**config.mk**
```make
export PLATFORM = sky130hd
export DESIGN_NAME = vga_pattern_gen
export DESIGN_NICKNAME = d
export VERILOG_FILES = /design/src/rtl/vga_pattern_gen.sv
export SDC_FILE = /design/constraint.sdc
export NUM_CORES = 1
export LEC_CHECK = 0
export CELL_PAD_IN_SITES_DETAIL_PLACEMENT = 1
export CELL_PAD_IN_SITES_GLOBAL_PLACEMENT = 2
export CORE_ASPECT_RATIO = 1.75
export CORE_MARGIN = 5
export CORE_UTILIZATION = 35
export CTS_BUF_LIST = sky130_fd_sc_hd__clkbuf_4 sky130_fd_sc_hd__clkbuf_8
export CTS_CLUSTER_SIZE = 10
export DETAILED_ROUTE_END_ITERATION = 7
export GPL_TIMING_DRIVEN = 0
export PLACE_DENSITY = 0.77
export SLEW_MARGIN = 20
export SYNTH_ARGS = -nofsm -noshare
export SYNTH_HDL_FRONTEND = slang
export SYNTH_SLANG_ARGS = --single-unit
```
**constraint.sdc**
```tcl
create_clock -name pclk -period 2.61 [get_ports pclk]
set_input_delay 0.3915 -clock pclk [delete_from_list [all_inputs] [get_ports pclk]]
set_output_delay 0.3915 -clock pclk [all_outputs]
set_load 0.005 [all_outputs]
```
**src/rtl/vga_pattern_gen.sv**
```systemverilog
// rtl/vga_pattern_gen.sv - parametrised video timing and frame-latched test-pattern generator
// Optional feature macro: VGA_PATGEN_BORDER_EN (1-pixel white border over the active area)
module vga_pattern_gen #(
  parameter int   H_ACTIVE = 640,
  parameter int   H_FP     = 16,
  parameter int   H_SYNC   = 96,
  parameter int   H_BP     = 48,
  parameter int   V_ACTIVE = 480,
  parameter int   V_FP     = 10,
  parameter int   V_SYNC   = 2,
  parameter int   V_BP     = 33,
  parameter logic HS_POL   = 1'b0,
  parameter logic VS_POL   = 1'b0,
  parameter int   COLOR_W  = 8
) (
  input  logic               pclk,
  input  logic               reset_n,
  input  logic               ce_pix,
  input  logic [3:0]         patt_select,
  output logic [COLOR_W-1:0] vga_r,
  output logic [COLOR_W-1:0] vga_g,
  output logic [COLOR_W-1:0] vga_b,
  output logic               hs,
  output logic               vs,
  output logic               hblank,
  output logic               vblank,
  output logic               VGA_DE,
  output logic [11:0]        hcount,
  output logic [11:0]        vcount,
  output logic [7:0]         frame_count
);

  localparam logic [11:0] H_ACT     = 12'(H_ACTIVE);
  localparam logic [11:0] H_SYNC_ST = 12'(H_ACTIVE + H_FP);
  localparam logic [11:0] H_SYNC_EN = 12'(H_ACTIVE + H_FP + H_SYNC);
  localparam logic [11:0] H_LAST    = 12'(H_ACTIVE + H_FP + H_SYNC + H_BP - 1);
  localparam logic [11:0] V_ACT     = 12'(V_ACTIVE);
  localparam logic [11:0] V_SYNC_ST = 12'(V_ACTIVE + V_FP);
  localparam logic [11:0] V_SYNC_EN = 12'(V_ACTIVE + V_FP + V_SYNC);
  localparam logic [11:0] V_LAST    = 12'(V_ACTIVE + V_FP + V_SYNC + V_BP - 1);
  // Last pixel index inside one colour bar; bar width is H_ACTIVE/8.
  localparam logic [11:0] BW_LAST   = 12'(H_ACTIVE / 8 - 1);
  localparam logic [11:0] BOX       = 12'd32;
  localparam logic [COLOR_W-1:0] FS = '1;

  logic [11:0] h_cnt, v_cnt;
  logic [11:0] bx, by;
  logic [11:0] bar_sub;
  logic [2:0]  bar_idx;
  logic [3:0]  patt_reg;
  logic [7:0]  frame_cnt;

  logic h_wrap, v_wrap, frame_start, active, in_box;
  logic [3:0] cur_patt;
  logic [COLOR_W-1:0] pr, pg, pb;

  assign h_wrap      = (h_cnt == H_LAST);
  assign v_wrap      = (v_cnt == V_LAST);
  assign frame_start = (h_cnt == 12'd0) && (v_cnt == 12'd0);
  assign active      = (h_cnt < H_ACT) && (v_cnt < V_ACT);
  // The first pixel of a frame already uses the freshly sampled code.
  assign cur_patt    = frame_start ? patt_select : patt_reg;
  assign in_box      = (h_cnt >= bx) && (h_cnt < bx + BOX) &&
                       (v_cnt >= by) && (v_cnt < by + BOX);

  // Raster counters, frame counter, box origin and pattern latch.
  always_ff @(posedge pclk or negedge reset_n) begin
    if (!reset_n) begin
      h_cnt     <= '0;
      v_cnt     <= '0;
      frame_cnt <= '0;
      bx        <= '0;
      by        <= '0;
      patt_reg  <= '0;
    end else if (ce_pix) begin
      if (frame_start) patt_reg <= patt_select;
      h_cnt <= h_wrap ? 12'd0 : h_cnt + 12'd1;
      if (h_wrap) begin
        v_cnt <= v_wrap ? 12'd0 : v_cnt + 12'd1;
        if (v_wrap) begin
          frame_cnt <= frame_cnt + 8'd1;
          // Step the box; restart when the next position would overhang.
          bx <= (bx + BOX + 12'd1 > H_ACT) ? 12'd0 : bx + 12'd1;
          by <= (by + BOX + 12'd1 > V_ACT) ? 12'd0 : by + 12'd1;
        end
      end
    end
  end

  // Colour-bar index tracks h_cnt without a divider; saturates on the black bar.
  always_ff @(posedge pclk or negedge reset_n) begin
    if (!reset_n) begin
      bar_sub <= '0;
      bar_idx <= '0;
    end else if (ce_pix) begin
      if (h_wrap) begin
        bar_sub <= '0;
        bar_idx <= '0;
      end else if (bar_sub == BW_LAST) begin
        bar_sub <= '0;
        if (bar_idx != 3'd7) bar_idx <= bar_idx + 3'd1;
      end else begin
        bar_sub <= bar_sub + 12'd1;
      end
    end
  end

  // Pattern colour for the current raster position.
  always_comb begin
    pr = '0;
    pg = '0;
    pb = '0;
    case (cur_patt)
      4'd1: begin pr = FS; pg = FS; pb = FS; end
      4'd2: begin
        pr = {COLOR_W{~bar_idx[1]}};
        pg = {COLOR_W{~bar_idx[2]}};
        pb = {COLOR_W{~bar_idx[0]}};
      end
      4'd3: if (h_cnt[4:0] == 5'd0 || v_cnt[4:0] == 5'd0) begin pr = FS; pg = FS; pb = FS; end
      4'd4: if (h_cnt[5] ^ v_cnt[5]) begin pr = FS; pg = FS; pb = FS; end
      4'd5: begin pr = h_cnt[COLOR_W-1:0]; pg = h_cnt[COLOR_W-1:0]; pb = h_cnt[COLOR_W-1:0]; end
      4'd6: begin pr = v_cnt[COLOR_W-1:0]; pg = v_cnt[COLOR_W-1:0]; pb = v_cnt[COLOR_W-1:0]; end
      4'd7: if (in_box) begin pr = FS; pg = FS; pb = FS; end
      4'd8: pr = FS;
      4'd9: pg = FS;
      4'd10: pb = FS;
      default: ;
    endcase
`ifdef VGA_PATGEN_BORDER_EN
    if (h_cnt == 12'd0 || h_cnt == H_ACT - 12'd1 || v_cnt == 12'd0 || v_cnt == V_ACT - 12'd1) begin
      pr = FS;
      pg = FS;
      pb = FS;
    end
`endif
  end

  // Output stage: one enabled cycle behind the counters, all outputs aligned.
  always_ff @(posedge pclk or negedge reset_n) begin
    if (!reset_n) begin
      vga_r       <= '0;
      vga_g       <= '0;
      vga_b       <= '0;
      hs          <= ~HS_POL;
      vs          <= ~VS_POL;
      hblank      <= 1'b1;
      vblank      <= 1'b1;
      VGA_DE      <= 1'b0;
      hcount      <= '0;
      vcount      <= '0;
      frame_count <= '0;
    end else if (ce_pix) begin
      vga_r       <= active ? pr : '0;
      vga_g       <= active ? pg : '0;
      vga_b       <= active ? pb : '0;
      hs          <= (h_cnt >= H_SYNC_ST && h_cnt < H_SYNC_EN) ? HS_POL : ~HS_POL;
      vs          <= (v_cnt >= V_SYNC_ST && v_cnt < V_SYNC_EN) ? VS_POL : ~VS_POL;
      hblank      <= (h_cnt >= H_ACT);
      vblank      <= (v_cnt >= V_ACT);
      VGA_DE      <= active;
      hcount      <= h_cnt;
      vcount      <= v_cnt;
      frame_count <= frame_cnt;
    end
  end

endmodule

```
==> results.sh <==
export IMPL_drc=0
export IMPL_drt_total_wl_um=28600
export IMPL_grt_pass1_vias=8036
export IMPL_finalSetupViolCount=53
export IMPL_gp_congestion=0.834
export IMPL_worstSkewPairLatency_ns=0.47
export IMPL_clockBufferDepth=2
export IMPL_critPathRequiredTime_ns=2.99
export IMPL_routed_via_density=5.66
export IMPL_cts_sinks=136
export IMPL_irDropWorstVdd_mv=0.358
export IMPL_violations="negative setup slack"
export IMPL_core_rowCount=73
export IMPL_tightest_slew_ns=0.739
export IMPL_cp_depth=10
export IMPL_synth_common_cells="132 x dfrtp_1, 62 x nand2_1, 55 x ha_1"
export IMPL_synth_seq_cells=136
export IMPL_start_util_pct=35.5
export IMPL_hold_path_class="input port to async pin"
export IMPL_top_level_ports=68
export IMPL_cts_tree="yes"
export IMPL_yosys_warnings=0
export IMPL_coreArea_mm2=0.0227
export IMPL_end_kind="flip-flop"
export IMPL_hold_violations=0
export IMPL_antenna_cells=0
export IMPL_slew_headroom_pct=50.8
export IMPL_worst_clock_skew_ns=0.0171
export IMPL_final_util_pct=49.4
export IMPL_max_stage_delay_ns=0.63
export IMPL_synthTopCellsByArea="dfrtp_1 41%, ha_1 8.5%, mux2_2 4.6%"
export IMPL_grt_remaining_overflow=0
export IMPL_yosysMostFrequentCell="dfrtp_1"
export IMPL_fin_nets=1048
export IMPL_rsz0062_at_grt="yes"
export IMPL_root_buffer="clkbuf_8"
export IMPL_cts_htree_levels=4
export IMPL_timing_hold_ws_ns=0.441
export IMPL_place_area_mm2=0.00930
export IMPL_drt_first_pass_iters=4
export IMPL_wire_per_inst_um=22.0
export IMPL_synth_cell_types=66
export IMPL_port_buffers=65
export IMPL_path_buf_inv=3
export IMPL_min_period_ns=2.92
export IMPL_syn_cell_area_mm2=0.00807
export IMPL_path_class="flip-flop to flip-flop"
export IMPL_cts_inserted_buffers=17
export IMPL_place_ws_ns=-0.839
export IMPL_power_density_mw_per_mm2=476
export IMPL_ant_nets=0
export IMPL_critical_path_arrival_ns=3.30
export IMPL_synth_top_area_share_pct=40.9
export IMPL_finalCritPeriodShare_pct=112
export IMPL_ys_flop_type="dfrtp_1"
export IMPL_yosysTopAreaCell="dfrtp_1"
export IMPL_drv_cap=0
export IMPL_drt_iter0_markers=320
export IMPL_stdcell_area_mm2=0.0112
export IMPL_syn_to_final_growth_pct=39.4
export IMPL_status="complete, but fails checks"
export IMPL_ys_async_sr_fraction_pct=100
export IMPL_critPathMaxFanout=8
export IMPL_clk_pin_slew_ns=0.09
export IMPL_synth_edf_count=0
export IMPL_grt_pass1_wl_um=44000
export IMPL_yosysSeqAreaShare_pct=42.2
export IMPL_slew_violations=0
export IMPL_reg2reg_depth=10
export IMPL_antenna_found_initial=0
export IMPL_fin_ws_ns=-0.313
export IMPL_synthCells=837
export IMPL_grt_max_degree=86
export IMPL_power_leakage_nw=4.87
export IMPL_syn_nets=899
export IMPL_path_cells="clkbuf_8 > or4_4 > or4_4 > nor4_4 > buf_4 > o221ai_4 > o211ai_1 > a21oi_4 > buf_12 > o221ai_4"
export IMPL_dp_hpwl_um=19900
export IMPL_track_usage_pct=21.0
export IMPL_num_vias=7357
export IMPL_dieArea_mm2=0.0263
export IMPL_die_h_um=211
export IMPL_path_delay_family="simple AND/OR/NAND/NOR gates"
export IMPL_critPathLaunchType="flip-flop"
export IMPL_postSynthAreaPerCell_um2=9.64
export IMPL_fmax_mhz=342
export IMPL_drive_above_1_share_pct=30.4
export IMPL_die_w_um=125
export IMPL_crit_slowest_cell="or4_4"
stage by stage:
| step | power [mW] | cells | setup TNS [ns] |
|---|---|---|---|
| 5_1_grt | 5.58 | 1299 | -15.50 |
| 3_3_place_gp | 3.22 | 1202 | -674.21 |
| 2_1_floorplan | 2.86 | 837 | -1.38 |
| 4_1_cts | 5.32 | 1276 | -9.32 |
| 3_5_place_dp | 3.25 | 1203 | -40.34 |
| 6_report | 5.35 | 1299 | -9.42 |
cell type report:
class / instances / area [um^2]
Fill cell: 2478 / 11500
Multi-Input combinational cell: 614 / 5270
Sequential cell: 136 / 3420
Timing Repair Buffer: 134 / 1320
Tap cell: 300 / 375
Clock buffer: 17 / 234
Buffer: 32 / 228
Inverter: 51 / 201
Clock inverter: 15 / 190
per-layer routing:
layer	up-vias	track usage, %	part of all wire (%)
li1	3405	-	-
met5	-	0	0
met3	48	3.06	2.1
met4	0	10.7	3.5
met2	116	40.4	57
met1	3788	22.0	38
logic make-up (layout without fill, tap and decap cells):
logic type               Yosys count  count (layout)  synth area share [%]
AND/OR/NAND/NOR                  264             265                  17.2
multiplexers                      36              36                  4.98
adder cells (fa/ha/maj)           55              55                  8.53
XOR/XNOR                          45              45                  4.89
flip-flops                       136             136                  42.2
AO/OA/AOI/OAI                    213             213                  18.0
buffers and inverters             88             249                  4.16
repair_timing:
action                                  4_1_cts  5_1_grt
gates resized for setup                     124      104
endpoints found under the setup margin       83       65
buffers inserted                             42       23
pin swaps                                    64       56
hold buffers                                  1        0
cloned                                        2        1
endpoints found under the hold margin        51        0
path summary, 6_finish.rpt:
path | slack [ns] | to | from
min reg2reg | 0.47 | frame_cnt[7] | frame_cnt[7]
min in group pclk | 0.47 | frame_cnt[7] | frame_cnt[7]
max | -0.31 | vga_r[1] | h_cnt[7]
max reg2reg | -0.31 | vga_r[1] | h_cnt[7]
max in group asynchronous | 1.36 | bx[5] | reset_n
min | 0.44 | vga_b[4] | reset_n
placed cells by master (no fill, tap or decap), drive strengths merged, types with 13 or more instances in the layout:
| cell | Yosys | routed |
|---|---|---|
| nor3 | 23 | 23 |
| nand3 | 35 | 35 |
| nor2 | 53 | 53 |
| a21oi | 27 | 27 |
| a22oi | 18 | 18 |
| dfrtp | 132 | 132 |
| a31oi | 13 | 13 |
| o22ai | 17 | 17 |
| buf | 4 | 76 |
| clkbuf | 33 | 42 |
| o21ai | 59 | 59 |
| and3 | 13 | 13 |
| xnor2 | 30 | 30 |
| ha | 55 | 55 |
| nand4 | 25 | 25 |
| clkdlybuf4s50 | 0 | 64 |
| mux2 | 33 | 33 |
| nor4 | 13 | 13 |
| nand2 | 63 | 64 |
| inv | 50 | 53 |
| xor2 | 15 | 15 |
where the power goes:
group	total, mW	switching (mW)	internal (mW)
Sequential	2.42	0.175	2.24
Combinational	0.991	0.555	0.436
Clock	1.95	0.980	0.965
Note: power is estimated with default switching activity, not from simulation.
